===== src/rtl/fetch_unit.sv =====
// Instruction fetch front end: fetch PC, req/ack instruction memory port, PC-tagged FIFO, PCSrc redirect.
// Define FETCH_PERF_EN to add the perf_fetched / perf_flushed counters.
module fetch_unit #(
    parameter logic [31:0] RESET_PC = 32'h0000_0000,
    parameter int          DEPTH    = 2
) (
    input  logic        clk,
    input  logic        reset,
    output logic        imem_req,
    output logic [31:0] imem_addr,
    input  logic        imem_ack,
    input  logic [31:0] imem_rdata,
    output logic [31:0] instr,
    output logic        instr_valid,
    input  logic        instr_ready,
    output logic [31:0] instr_pc,
    output logic [31:0] instr_pc8,
    input  logic        PCSrc,
    input  logic [31:0] branch_target
`ifdef FETCH_PERF_EN
    ,
    output logic [31:0] perf_fetched,
    output logic [31:0] perf_flushed
`endif
);
    localparam int PW = $clog2(DEPTH);
    localparam logic [PW:0] DEPTH_C = (PW+1)'(DEPTH);

    typedef enum logic {IDLE, REQ} state_t;

    state_t      state, state_nxt;
    logic [31:0] fetch_pc;
    logic [31:0] hold_addr;
    logic        discard;
    logic [PW:0] wr_ptr, rd_ptr, count, count_nxt;
    logic [31:0] buf_data [DEPTH];
    logic [31:0] buf_pc   [DEPTH];
    logic        acked, push, pop;
    logic        unused_bits;

    assign unused_bits = ^branch_target[1:0];

    assign count       = wr_ptr - rd_ptr;
    assign instr_valid = (count != '0);
    assign acked       = (state == REQ) && imem_ack;
    assign push        = acked && !discard && !PCSrc;
    assign pop         = instr_valid && instr_ready && !PCSrc;

    assign imem_req    = (state == REQ);
    // A redirect under a pending request parks the old address so the bus stays stable.
    assign imem_addr   = discard ? hold_addr : fetch_pc;

    assign instr       = instr_valid ? buf_data[rd_ptr[PW-1:0]] : '0;
    assign instr_pc    = instr_valid ? buf_pc[rd_ptr[PW-1:0]]   : '0;
    assign instr_pc8   = instr_pc + 32'd8;

    // The outstanding request owns a slot, so a new request starts only if one is free.
    always_comb begin
        count_nxt = count;
        state_nxt = state;
        if (PCSrc)
            count_nxt = '0;
        else
            count_nxt = count + {{PW{1'b0}}, push} - {{PW{1'b0}}, pop};
        if (state == REQ && !imem_ack)
            state_nxt = REQ;
        else if (count_nxt < DEPTH_C)
            state_nxt = REQ;
        else
            state_nxt = IDLE;
    end

    always_ff @(posedge clk) begin
        if (!reset) begin
            state     <= IDLE;
            fetch_pc  <= RESET_PC;
            hold_addr <= '0;
            discard   <= 1'b0;
            wr_ptr    <= '0;
            rd_ptr    <= '0;
        end else begin
            state <= state_nxt;
            if (PCSrc) begin
                fetch_pc <= {branch_target[31:2], 2'b00};
                wr_ptr   <= '0;
                rd_ptr   <= '0;
                if (state == REQ && !imem_ack) begin
                    discard <= 1'b1;
                    if (!discard)
                        hold_addr <= fetch_pc;
                end else begin
                    discard <= 1'b0;
                end
            end else begin
                if (acked) begin
                    discard <= 1'b0;
                    if (!discard)
                        fetch_pc <= fetch_pc + 32'd4;
                end
                if (push)
                    wr_ptr <= wr_ptr + (PW+1)'(1);
                if (pop)
                    rd_ptr <= rd_ptr + (PW+1)'(1);
            end
        end
    end

    always_ff @(posedge clk) begin
        if (push) begin
            buf_data[wr_ptr[PW-1:0]] <= imem_rdata;
            buf_pc[wr_ptr[PW-1:0]]   <= fetch_pc;
        end
    end

`ifdef FETCH_PERF_EN
    logic drop;
    assign drop = acked && (discard || PCSrc);

    // Flush cost: buffered entries thrown away plus any returned word that is dropped.
    always_ff @(posedge clk) begin
        if (!reset) begin
            perf_fetched <= '0;
            perf_flushed <= '0;
        end else begin
            if (push)
                perf_fetched <= perf_fetched + 32'd1;
            if (PCSrc || drop)
                perf_flushed <= perf_flushed + (PCSrc ? 32'(count) : 32'd0)
                                             + (drop  ? 32'd1      : 32'd0);
        end
    end
`endif

endmodule


===== config.mk =====
export PLATFORM = sky130hd
export DESIGN_NAME = fetch_unit
export DESIGN_NICKNAME = d
export VERILOG_FILES = /design/src/rtl/fetch_unit.sv
export SDC_FILE = /design/constraint.sdc
export NUM_CORES = 1
export LEC_CHECK = 0
export ABC_AREA = 0
export CAP_MARGIN = 40
export CORE_MARGIN = 2
export CORE_UTILIZATION = 40
export DETAILED_ROUTE_END_ITERATION = 12
export PLACE_DENSITY = 0.63
export SLEW_MARGIN = 20
export SYNTH_ARGS = -nofsm -noshare
export SYNTH_HDL_FRONTEND = slang
export SYNTH_SLANG_ARGS = --single-unit
export TNS_END_PERCENT = 5

===== constraint.sdc =====
create_clock -name clk -period 6.2 [get_ports clk]
set_input_delay 0.62 -clock clk [delete_from_list [all_inputs] [get_ports clk]]
set_output_delay 0.62 -clock clk [all_outputs]
set_load 0.01 [all_outputs]

# == Word-level counts from Yosys, hierarchy flattened ==
# Memories as Yosys holds them, arrays and structs flattened. A register that Yosys moved wholly into a read port is not among the register bits.
# Index checks and enable logic that the tools add are counted.
# word_totals
regBits,70
latch_bits,0
ramBits,128
romBits,0
in_bits,69
mem_count,2
# classes
n_addsub,7
multipliers,0
div_mod_pow,0
magnitude_cmp,1
n_eq_ne,1
shifts,0
mux,18
bitwise_logic,2
reduce_logical,15
# memory_table
memory,depth,width,read_ports,rd_ports_with_merged_regs,wr,line_no,rtl
buf_data,2,32,1,1,1,36,logic [31:0] buf_data [DEPTH];
buf_pc,2,32,1,1,1,37,logic [31:0] buf_pc [DEPTH];
# op_table
operator,n
32-bit 2-to-1 mux,6
"32-bit by 3-bit adder with 32-bit output, second input constant",1
"32-bit by 4-bit adder with 32-bit output, second input constant",1
1-bit 2-to-1 mux,11
1-bit logical AND,6
2-bit AND reduction,3
"2-bit by 1-bit adder with 2-bit output, second input constant",2
2-bit nonzero test,2
1-bit zero test,3
2-bit by 1-bit adder with 2-bit output,1
"2-bit < comparator, second input constant",1
2-bit 2-to-1 mux,1
"2-bit inequality test, second input constant",1
1-bit NOT,2
2-bit OR reduction,1
2-bit by 1-bit subtractor with 2-bit output,1
2-bit subtractor,1

# == Longest topological paths before layout ==
# Gate-level depths: netlist of run 1.
# logic_depth
word_depth,9
depth_mapped,12
mapped_depth_nobuf,11

# == Worst setup path after synthesis of run 1 ==
# OpenSTA, ideal clock, no wires.
# synth_timing
kind,in2reg
startpoint,input imem_ack
endpoint,"memory buf_data[0][0], enable pin"
setup_time_ps,482
arrival_ps,3633
t_required_ps,5718
setup_slack_ps,2085
cell_stages,3
path_cell_list,nand3b_2 -> nand2b_1 -> nor2_1
# synth_between
elab_chain_len,5
# synth_rtl
element,line_no,rtl
"start, declared",11,"input logic imem_ack,"
1-bit logical AND,45,assign acked = (state == REQ) && imem_ack;
1-bit logical AND (2 in a row),46,assign push = acked && !discard && !PCSrc;
1-bit 2-to-1 mux,109,if (push) begin
1-bit 2-to-1 mux (implied by the code),110,buf_data[wr_ptr[PW-1:0]] <= imem_rdata;
"end, declared",36,
# No other way between the ends.

# == Worst setup path in the final report of run 1 ==
# layout_timing
startpoint,register wr_ptr[0]
endpoint,output instr_pc8[29]
# layout_between
elab_chain_len,4
# layout_rtl
element,line_no,rtl
"start, declared",35,"logic [PW:0] wr_ptr, rd_ptr, count, count_nxt;"
"start signal, assigned",101,wr_ptr <= wr_ptr + (PW+1)'(1);
2-bit subtractor,43,assign count = wr_ptr - rd_ptr;
2-bit nonzero test,44,assign instr_valid = (count != '0);
32-bit 2-to-1 mux,54,assign instr_pc = instr_valid ? buf_pc[rd_ptr[PW-1:0]] : '0;
32-bit by 4-bit adder with 32-bit output,55,assign instr_pc8 = instr_pc + 32'd8;
"end, declared",17,"output logic [31:0] instr_pc8,"
# No other way between the ends.

==> results_dict.tcl, run 1 <==
set metrics [dict create \
    cp_num_buf_inv 3 \
    pin_count 199 \
    max-vdd-ir-drop_uv 207 \
    synth.area.top_cells "edfxtp_1 41%, dfxtp_1 15%, mux2i_1 6.8%" \
    r2r-start "wr_ptr[0]$_SDFFE_PP0N_" \
    fin_crit_sh_pct 82.3 \
    finalMaxSlewViolations 0 \
    vias_per_cell 5.19 \
    yosys-top-cells-count "124 x edfxtp_1, 94 x nand2_1, 72 x nor2_1" \
    crit_chain "inv_1 -> ha_1 -> and2_2 -> a21o_1 -> inv_1 -> ha_1 -> a21boi_1 -> nand4_4 -> nor4_1 -> xor2_1 -> clkdlybuf4s50_1" \
    cp-start-kind "flip-flop" \
    cts_buffer_depth 2 \
    ys.warnings.count 0 \
    grt_overflow 0 \
    h-tree-depth 4 \
    hold_viol_final 0 \
    gp_congestion 0.771 \
    worstMarginPinSlew_ns 0.801 \
    tns_ns 0 \
    postCtsHoldBufs 0 \
    maxCapViolations 0 \
    multi_input_area_um2 3670 \
    setup_viol 0 \
    status "finished clean" \
    fill_cells 1904 \
    critPathMaxFanout 31 \
    antenna_found_initial 0 \
    r2r-end "imem_req$_SDFF_PN0_" \
    drcViolationCount 0 \
    drt_pass1_iterations 7 \
    power.density_nw_per_um2 237 \
    final_area_um2 11800 \
    crit_cells 11 \
    area_growth_pct 30.9 \
    rrSetupSlack_ns 2.36 \
    ant_nets 0 \
    start_util_pct 41.0 \
    r2r_cells 11 \
    arrival_ns 4.48 \
    numCtsBuffers 17 \
    ys_seq_area_share_pct 56.7 \
    drive_gt1_share_pct 10.0 \
    fin_nets 1040 \
    clock_skew_ns 0.0150 \
    drt_wl_total_um 22300 \
    post-route-min-period_ns 5.10 \
    required_ns 5.58 \
    post_cts_buffers 0 \
    dpl.hpwl_um 15400 \
    crit_end "instr_pc8[29]" \
    max-slew-margin-rel_pct 46.6 \
    die_h_um 154 \
    rsz0062_at_grt "no" \
    rows 54 \
    crit_type "flip-flop to output port" \
    dieArea_um2 23700 \
    pre_cts_slack_ns 1.51 \
    synth_area_um2 9010 \
    yosys.cell_types.count 54 \
    yosys.area.top_type "edfxtp_1" \
    io_buffers 192 \
    worstHoldPathType "flip-flop to flip-flop" \
    clkSinkCount 193 \
    vias 6536 \
    grt_usage_pct 19.0 \
    synth.top_cell.area_share_pct 41.3 \
    grt_max_degree 66 \
    cts_tree "yes" \
    root_buffer "clkbuf_16" \
    cp-startpoint "wr_ptr[0]$_SDFFE_PP0N_" \
    regArea_um2 5110 \
    synthArstFlopShare_pct 0 \
    layout_setup_ws_ns 1.10 \
    grt_pass1_vias 6216 \
    synth_area_per_cell_um2 11.5 \
    fmax_mhz 196 \
    synth_seq_cells 193 \
    synth_ff_type "edfxtp_1" \
    path_delay_family "simple AND/OR/NAND/NOR gates" \
    synth.most_common_cell "edfxtp_1" \
    fp.dieW_um 154 \
    clkLatencyLatePin_ns 0.44 \
    ctsResizeCount 0 \
    post_dp_cell_area_um2 11200 \
    syn-instance-count 784 \
    wire_per_inst_um 17.7 \
    grt_first_pass_wirelength_um 34900 \
    slowest_delay_ns 0.64 \
    critPathSlowestCell "ha_1" \
    path_clk_slew_ns 0.07 \
    drt-initial-drc-count 464 \
    diodes 0 \
    total_leakage_power_nw 3.94 \
    synth-edff-count 124 \
    cp-end-kind "output port" \
    core_area_um2 22000 \
]
## state kept, by name, summed over array words and instances (netlist names), named ones only
name / cells
buf_data: 64
buf_pc: 60
discard: 1
fetch_pc: 30
hold_addr: 32
imem_req: 1
rd_ptr: 2
wr_ptr: 2
## per-stage QoR
stage,std cells,hold slack (ns),utilization [%],total power [mW]
floorplan,787,0.425,-,1.59
global placement,1225,0.430,50.9,1.74
detailed placement,1227,0.436,51.0,1.75
CTS,1259,0.447,53.7,2.81
global route,1260,0.467,53.7,2.90
finish,1260,0.445,53.7,2.79
## per-layer routing
layer / part of all wire, % / vias up / GRT usage (%)
met2: 45 / 230 / 28.7
met1: 48 / 3105 / 27.0
li1: - / 3185 / -
met4: 0.99 / 0 / 5.25
met5: 0 / - / 0
met3: 6.9 / 16 / 4.85
## final cells by class
cell class / count / area share, %
flip-flops and latches: 193 / 43.3
multi-input cells: 541 / 31.1
repair buffers: 206 / 17.4
clock buffers: 17 / 3.61
well taps: 280 / 2.97
clock inverters: 15 / 1.32
inverters: 8 / 0.255
## report_power, final
part	internal, mW	total (mW)	leakage [nW]	switching (mW)
logic	0.146	0.276	1.96	0.130
clock network	0.566	1.08	0.271	0.510
registers	1.40	1.44	1.71	0.0394
## placed cells by master, fill, tap and decap left out, drive strengths merged, types with 3 or more instances in the layout
master	synthesis	final
nand3b	5	5
a211oi	3	3
and4	5	5
clkinvlp	0	4
nor2	72	72
xor2	39	39
mux2	27	27
nand4b	5	5
o211a	9	9
xnor2	24	24
a21boi	31	31
ha	4	4
nor4	9	9
clkdlybuf4s50	0	191
clkbuf	23	18
nand2b	6	6
a21oi	30	30
mux2i	61	61
nor3	12	12
nand4	22	22
edfxtp	124	124
dfxtp	69	69
and3	3	3
nand3	22	22
buf	22	13
nand2	95	95
o21ai	31	31
inv	7	12
clkinv	1	6
conb	1	4
and2	9	9
## worst register-to-register path, stage by stage (launching register included)
cell and delay [ns]:
dfxtp_1 0.37, inv_1 0.14, ha_1 0.84, and2_2 0.70
clkinv_1 0.47, nand2_1 0.23, nor2_1 0.06, ha_1 0.29
nor2_1 0.11, xnor2_1 0.15, xnor2_1 0.13, o31a_1 0.25
## kinds of logic (layout without fill, tap and decap cells)
family                   Yosys count  after routing  synth area share [%]
AO/OA/AOI/OAI                    111            111                  8.46
adder cells (fa/ha/maj)            4              4                 0.556
other                              1              4                0.0416
multiplexers                      88             88                  10.2
flip-flops                       193            193                  56.7
AND/OR/NAND/NOR                  271            271                  15.0
XOR/XNOR                          63             63                  6.21
buffers and inverters             53            246                  2.89
## how the worst min path moves through the flow
stage,startpoint,endpoint,slack (ns),cells after the start
5_1_grt,hold_addr[0]$_SDFFE_PN0P_,hold_addr[0]$_SDFFE_PN0P_,0.47,1
3_3_place_gp,hold_addr[1]$_SDFFE_PN0P_,hold_addr[1]$_SDFFE_PN0P_,0.43,1
3_5_place_dp,hold_addr[0]$_SDFFE_PN0P_,hold_addr[0]$_SDFFE_PN0P_,0.44,1
6_report,hold_addr[0]$_SDFFE_PN0P_,hold_addr[0]$_SDFFE_PN0P_,0.45,1
2_1_floorplan,hold_addr[0]$_SDFFE_PN0P_,hold_addr[0]$_SDFFE_PN0P_,0.43,1
4_1_cts,hold_addr[0]$_SDFFE_PN0P_,hold_addr[0]$_SDFFE_PN0P_,0.45,1
Power figures use the tool's default switching activity.
==> run 2: changes to the inputs <==
==> constraint.sdc (replaced) <==
create_clock -name clk -period 4.7 [get_ports clk]
set_input_delay 0.47 -clock clk [delete_from_list [all_inputs] [get_ports clk]]
set_output_delay 0.47 -clock clk [all_outputs]
set_load 0.01 [all_outputs]
==> results_dict.tcl, run 2 (same netlist as run 1, synthesis figures left out) <==
set metrics [dict create \
    status "finished clean" \
    clkSinkCount 193 \
    vias_per_cell 5.13 \
    r2r-end "imem_req$_SDFF_PN0_" \
    drt_pass1_iterations 5 \
    ant_nets 0 \
    fmax_mhz 233 \
    max-slew-margin-rel_pct 52.5 \
    grt_max_degree 54 \
    ctsResizeCount 0 \
    fin_crit_sh_pct 91.4 \
    crit_chain "inv_1 -> ha_1 -> and2_2 -> a21o_1 -> inv_1 -> ha_1 -> a21boi_1 -> nand4_4 -> nor4_1 -> xor2_1 -> clkdlybuf4s50_1" \
    die_h_um 154 \
    hp-start "hold_addr[1]$_SDFFE_PN0P_" \
    maxCapViolations 0 \
    worstHoldPathType "flip-flop to flip-flop" \
    power.density_nw_per_um2 313 \
    dieArea_um2 23700 \
    fin_nets 1041 \
    use_met2_pct 27.6 \
    arrival_ns 3.83 \
    post-route-min-period_ns 4.30 \
    grt_busiest_layer "met2" \
    total_leakage_power_nw 3.97 \
    clock_skew_ns 0.0127 \
    rows 54 \
    drt_wl_total_um 21800 \
    crit_type "flip-flop to output port" \
    worstMarginPinSlew_ns 0.707 \
    largest_register_ffs 64 \
    r2r_cells 12 \
    drive_gt1_share_pct 10.1 \
    numCtsBuffers 17 \
    postCtsHoldBufs 0 \
    clkLatencyLatePin_ns 0.43 \
    cts_buffer_depth 2 \
    io_buffers 192 \
    drt-initial-drc-count 427 \
    core_area_um2 22000 \
    grt_overflow 0 \
    pin_count 199 \
    use_met3_pct 4.74 \
    whs_endpoint "hold_addr[1]$_SDFFE_PN0P_" \
    gp_congestion 0.785 \
    hold_viol_final 0 \
    grt_first_pass_wirelength_um 34300 \
    drcViolationCount 0 \
    grt_usage_pct 18.4 \
    h-tree-depth 4 \
    post_cts_buffers 0 \
    rrSetupSlack_ns 1.32 \
    wire_per_inst_um 17.3 \
    critPathSlowestCell "clkdlybuf4s50_1" \
    slowest_delay_ns 0.56 \
    fp.dieW_um 154 \
    root_buffer "clkbuf_16" \
    finish.utilization_pct 53.8 \
    dpl.hpwl_um 15400 \
    required_ns 4.23 \
    area_growth_pct 31.1 \
    start_util_pct 41.0 \
    tns_ns 0 \
    met1_usage_pct 26.5 \
    critPathMaxFanout 12 \
    cts_tree "yes" \
    path_delay_family "simple AND/OR/NAND/NOR gates" \
    r2r-start "wr_ptr[0]$_SDFFE_PP0N_" \
    layout.cells.most_common "clkdlybuf4s50_1" \
    path_clk_slew_ns 0.07 \
    diodes 0 \
    finalMaxSlewViolations 0 \
    cp_num_buf_inv 3 \
    cp-end-kind "output port" \
    setup_viol 0 \
    hold_path_depth 1 \
    final_cell_mix "191 x clkdlybuf4s50_1, 124 x edfxtp_1, 94 x nand2_1, 70 x nor2_1, 68 x dfxtp_1" \
    vias 6474 \
    cp-start-kind "flip-flop" \
    antenna_found_initial 0 \
    max-vdd-ir-drop_uv 233 \
    rsz0062_at_grt "no" \
    grt_pass1_vias 6259 \
]
[run 2: where the power goes]
group	total, mW	switching [mW]	internal, mW	leakage [nW]
registers	1.90	0.0493	1.85	1.71
logic	0.368	0.175	0.193	1.97
clock network	1.43	0.677	0.758	0.290
total	3.70	0.901	2.80	3.97
[run 2: metrics by stage]
stage	std cells	power (mW)	setup slack (ns)	area (um^2)	hold slack, ns
3_3_place_gp	1226	2.30	0.866	11200	0.430
4_1_cts	1259	3.74	0.361	11800	0.450
2_1_floorplan	787	2.10	0.735	9020	0.425
5_1_grt	1261	3.84	0.219	11800	0.472
6_report	1261	3.70	0.402	11800	0.445
3_5_place_dp	1227	2.30	0.846	11200	0.438
[run 2: cell type report]
class,count,area [um^2]
Tap cell,280,350
Multi-Input combinational cell,541,3670
Clock inverter,15,170
Fill cell,1952,10100
Clock buffer,17,425
Sequential cell,193,5110
Inverter,8,30.0
Timing Repair Buffer,207,2050
[run 2: worst register-to-register path: stages, from the launching register on]
cell      delay [ns]
dfxtp_1         0.37
inv_1           0.14
ha_1            0.32
and2_2          0.30
buf_4           0.48
clkinv_1        0.44
nand2_1         0.23
nor2_1          0.06
ha_1            0.30
nor2_1          0.11
xnor2_1         0.14
xnor2_1         0.12
o31a_1          0.25
[run 2: worst max path at each step]
stage                                 startpoint                       end  slack (ns)  depth (start not counted)
after floorplan                         imem_ack  buf_data[0][0]$_DFFE_PP_        0.74                          3
after global placement    wr_ptr[0]$_SDFFE_PP0N_             instr_pc8[29]        0.87                         11
after detailed placement  wr_ptr[0]$_SDFFE_PP0N_             instr_pc8[23]        0.85                         11
after CTS                 wr_ptr[0]$_SDFFE_PP0N_             instr_pc8[29]        0.36                         11
after global routing      wr_ptr[0]$_SDFFE_PP0N_             instr_pc8[29]        0.22                         11
final                     wr_ptr[0]$_SDFFE_PP0N_             instr_pc8[29]        0.40                         11
[run 2: metal layers]
layer | routed length (um) | up-vias
met5 | 0 | -
met4 | 291 | 0
met3 | 1400 | 26
met2 | 9540 | 213
met1 | 10600 | 3054
li1 | - | 3181
==> run 3: changes to the inputs <==
--- a/config.mk
+++ b/config.mk
@@ -11,6 +11,7 @@
 export CORE_UTILIZATION = 40
 export DETAILED_ROUTE_END_ITERATION = 12
 export PLACE_DENSITY = 0.63
+export SETUP_SLACK_MARGIN = 0.1
 export SLEW_MARGIN = 20
 export SYNTH_ARGS = -nofsm -noshare
 export SYNTH_HDL_FRONTEND = slang
==> constraint.sdc (replaced) <==
create_clock -name clk -period 4.2 [get_ports clk]
set_input_delay 0.42 -clock clk [delete_from_list [all_inputs] [get_ports clk]]
set_output_delay 0.42 -clock clk [all_outputs]
set_load 0.01 [all_outputs]
==> results_dict.tcl, run 3 (same netlist as run 1, synthesis figures left out) <==
set metrics [dict create \
    crit_chain "inv_1 -> ha_1 -> and2_2 -> a21o_1 -> inv_1 -> ha_1 -> a21boi_4 -> nand4_4 -> nor4_2 -> xor2_1 -> clkdlybuf4s50_1" \
    arrival_ns 3.60 \
    die_h_um 154 \
    max-slew-margin-rel_pct 52.2 \
    path_clk_slew_ns 0.07 \
    max-vdd-ir-drop_uv 263 \
    io_buffers 192 \
    final_cells 1262 \
    worstMarginPinSlew_ns 0.712 \
    drt_wl_total_um 22000 \
    root_buffer "clkbuf_16" \
    status "finished clean" \
    critPathSlowestCell "clkdlybuf4s50_1" \
    rows 54 \
    required_ns 3.78 \
    final_cell_mix "191 x clkdlybuf4s50_1, 124 x edfxtp_1, 94 x nand2_1, 70 x nor2_1, 68 x dfxtp_1" \
    grt_overflow 0 \
    worstHoldPathType "flip-flop to flip-flop" \
    post-route-min-period_ns 4.02 \
    crit_type "flip-flop to output port" \
    use_met3_pct 3.89 \
    grt_pass1_vias 6151 \
    fin_crit_sh_pct 95.6 \
    drt_pass1_iterations 5 \
    hold_viol_final 0 \
    clock_skew_ns 0.0108 \
    design_power_total_mw 4.13 \
    cp-start-kind "flip-flop" \
    dpl.hpwl_um 15500 \
    grt_first_pass_wirelength_um 34400 \
    rrSetupSlack_ns 1.04 \
    grt_busiest_layer "met1" \
    r2r-end "imem_req$_SDFF_PN0_" \
    gp_congestion 0.783 \
    drcViolationCount 0 \
    h-tree-depth 4 \
    core_area_um2 22000 \
    rsz0062_at_grt "yes" \
    grt_max_degree 66 \
    fill_cells 1943 \
    area_growth_pct 31.8 \
    critPathMaxFanout 9 \
    wire_per_inst_um 17.4 \
    total_leakage_power_nw 4.01 \
    diodes 0 \
    vias_per_cell 5.11 \
    cp-startpoint "wr_ptr[0]$_SDFFE_PP0N_" \
    cp-end-kind "output port" \
    cts_tree "yes" \
    drive_gt1_share_pct 10.8 \
    largest_register_ffs 64 \
    finalMaxSlewViolations 0 \
    power.density_nw_per_um2 348 \
    crit_end "instr_pc8[27]" \
    pin_count 199 \
    r2r-start "wr_ptr[0]$_SDFFE_PP0N_" \
    ant_nets 0 \
    use_met2_pct 27.3 \
    slowest_delay_ns 0.56 \
    met1_usage_pct 27.7 \
    postCtsHoldBufs 0 \
    placed_cells 1230 \
    fin_nets 1042 \
    setup_viol 0 \
    fmax_mhz 249 \
    antenna_found_initial 0 \
    finish.utilization_pct 54.1 \
    clkLatencyLatePin_ns 0.43 \
    layout.cells.most_common "clkdlybuf4s50_1" \
    numCtsBuffers 17 \
    clkSinkCount 193 \
    dieArea_um2 23700 \
    grt_usage_pct 18.5 \
    drt-initial-drc-count 389 \
    start_util_pct 41.0 \
    fp.dieW_um 154 \
    r2r_cells 12 \
    post_cts_buffers 0 \
    maxCapViolations 0 \
    cts_buffer_depth 2 \
    vias 6453 \
]
## run 3: per-stage QoR
stage,instance area (um^2),setup slack (ns),setup TNS (ns),hold slack (ns)
floorplan,9020,0.235,0,0.425
global placement,11200,0.534,0,0.431
detailed placement,11200,0.505,0,0.434
CTS,11800,0.154,0,0.443
global route,11900,-0.0751,-0.243,0.461
finish,11900,0.185,0,0.442
## run 3: worst min-delay path by stage
stage	from	cells after the start	slack (ns)	endpoint
2_1_floorplan	hold_addr[0]$_SDFFE_PN0P_	1	0.43	hold_addr[0]$_SDFFE_PN0P_
5_1_grt	hold_addr[0]$_SDFFE_PN0P_	1	0.46	hold_addr[0]$_SDFFE_PN0P_
3_5_place_dp	hold_addr[0]$_SDFFE_PN0P_	1	0.43	hold_addr[0]$_SDFFE_PN0P_
4_1_cts	hold_addr[1]$_SDFFE_PN0P_	1	0.44	hold_addr[1]$_SDFFE_PN0P_
3_3_place_gp	hold_addr[1]$_SDFFE_PN0P_	1	0.43	hold_addr[1]$_SDFFE_PN0P_
6_report	hold_addr[1]$_SDFFE_PN0P_	1	0.44	hold_addr[1]$_SDFFE_PN0P_
## run 3: cell type report
| cell class | count | area, um^2 | area share, % |
|---|---|---|---|
| well taps | 280 | 350 | 2.95 |
| repair buffers | 208 | 2080 | 17.5 |
| multi-input cells | 541 | 3730 | 31.4 |
| flip-flops and latches | 193 | 5110 | 43.0 |
| clock buffers | 19 | 433 | 3.65 |
| clock inverters | 13 | 143 | 1.20 |
| inverters | 8 | 30.0 | 0.253 |
## run 3: worst max-delay path, delay by kind of cell, from the launching register on
family,cells,cell delay [ns]
adder cells (fa/ha/maj),2,0.56
buffers and inverters,3,0.77
XOR/XNOR,1,0.18
AO/OA/AOI/OAI,2,0.43
AND/OR/NAND/NOR,3,0.85
flip-flops,1,0.37
## run 3: what timing repair did
action                                  CTS  global route
gates resized for setup                   1             9
endpoints found under the hold margin     0             0
pin swaps                                 0             4
endpoints found under the setup margin    6            12
## run 3: per-layer routing
layer  wire length [um]  up-vias
li1                   -     3187
met1              11000     3039
met2               9570      204
met3               1180       23
met4                277        0
met5                  0        -
## run 3: report_power, final
part,total (mW),switching (mW),internal [mW]
logic,0.412,0.195,0.217
clock network,1.60,0.732,0.866
registers,2.12,0.0552,2.07
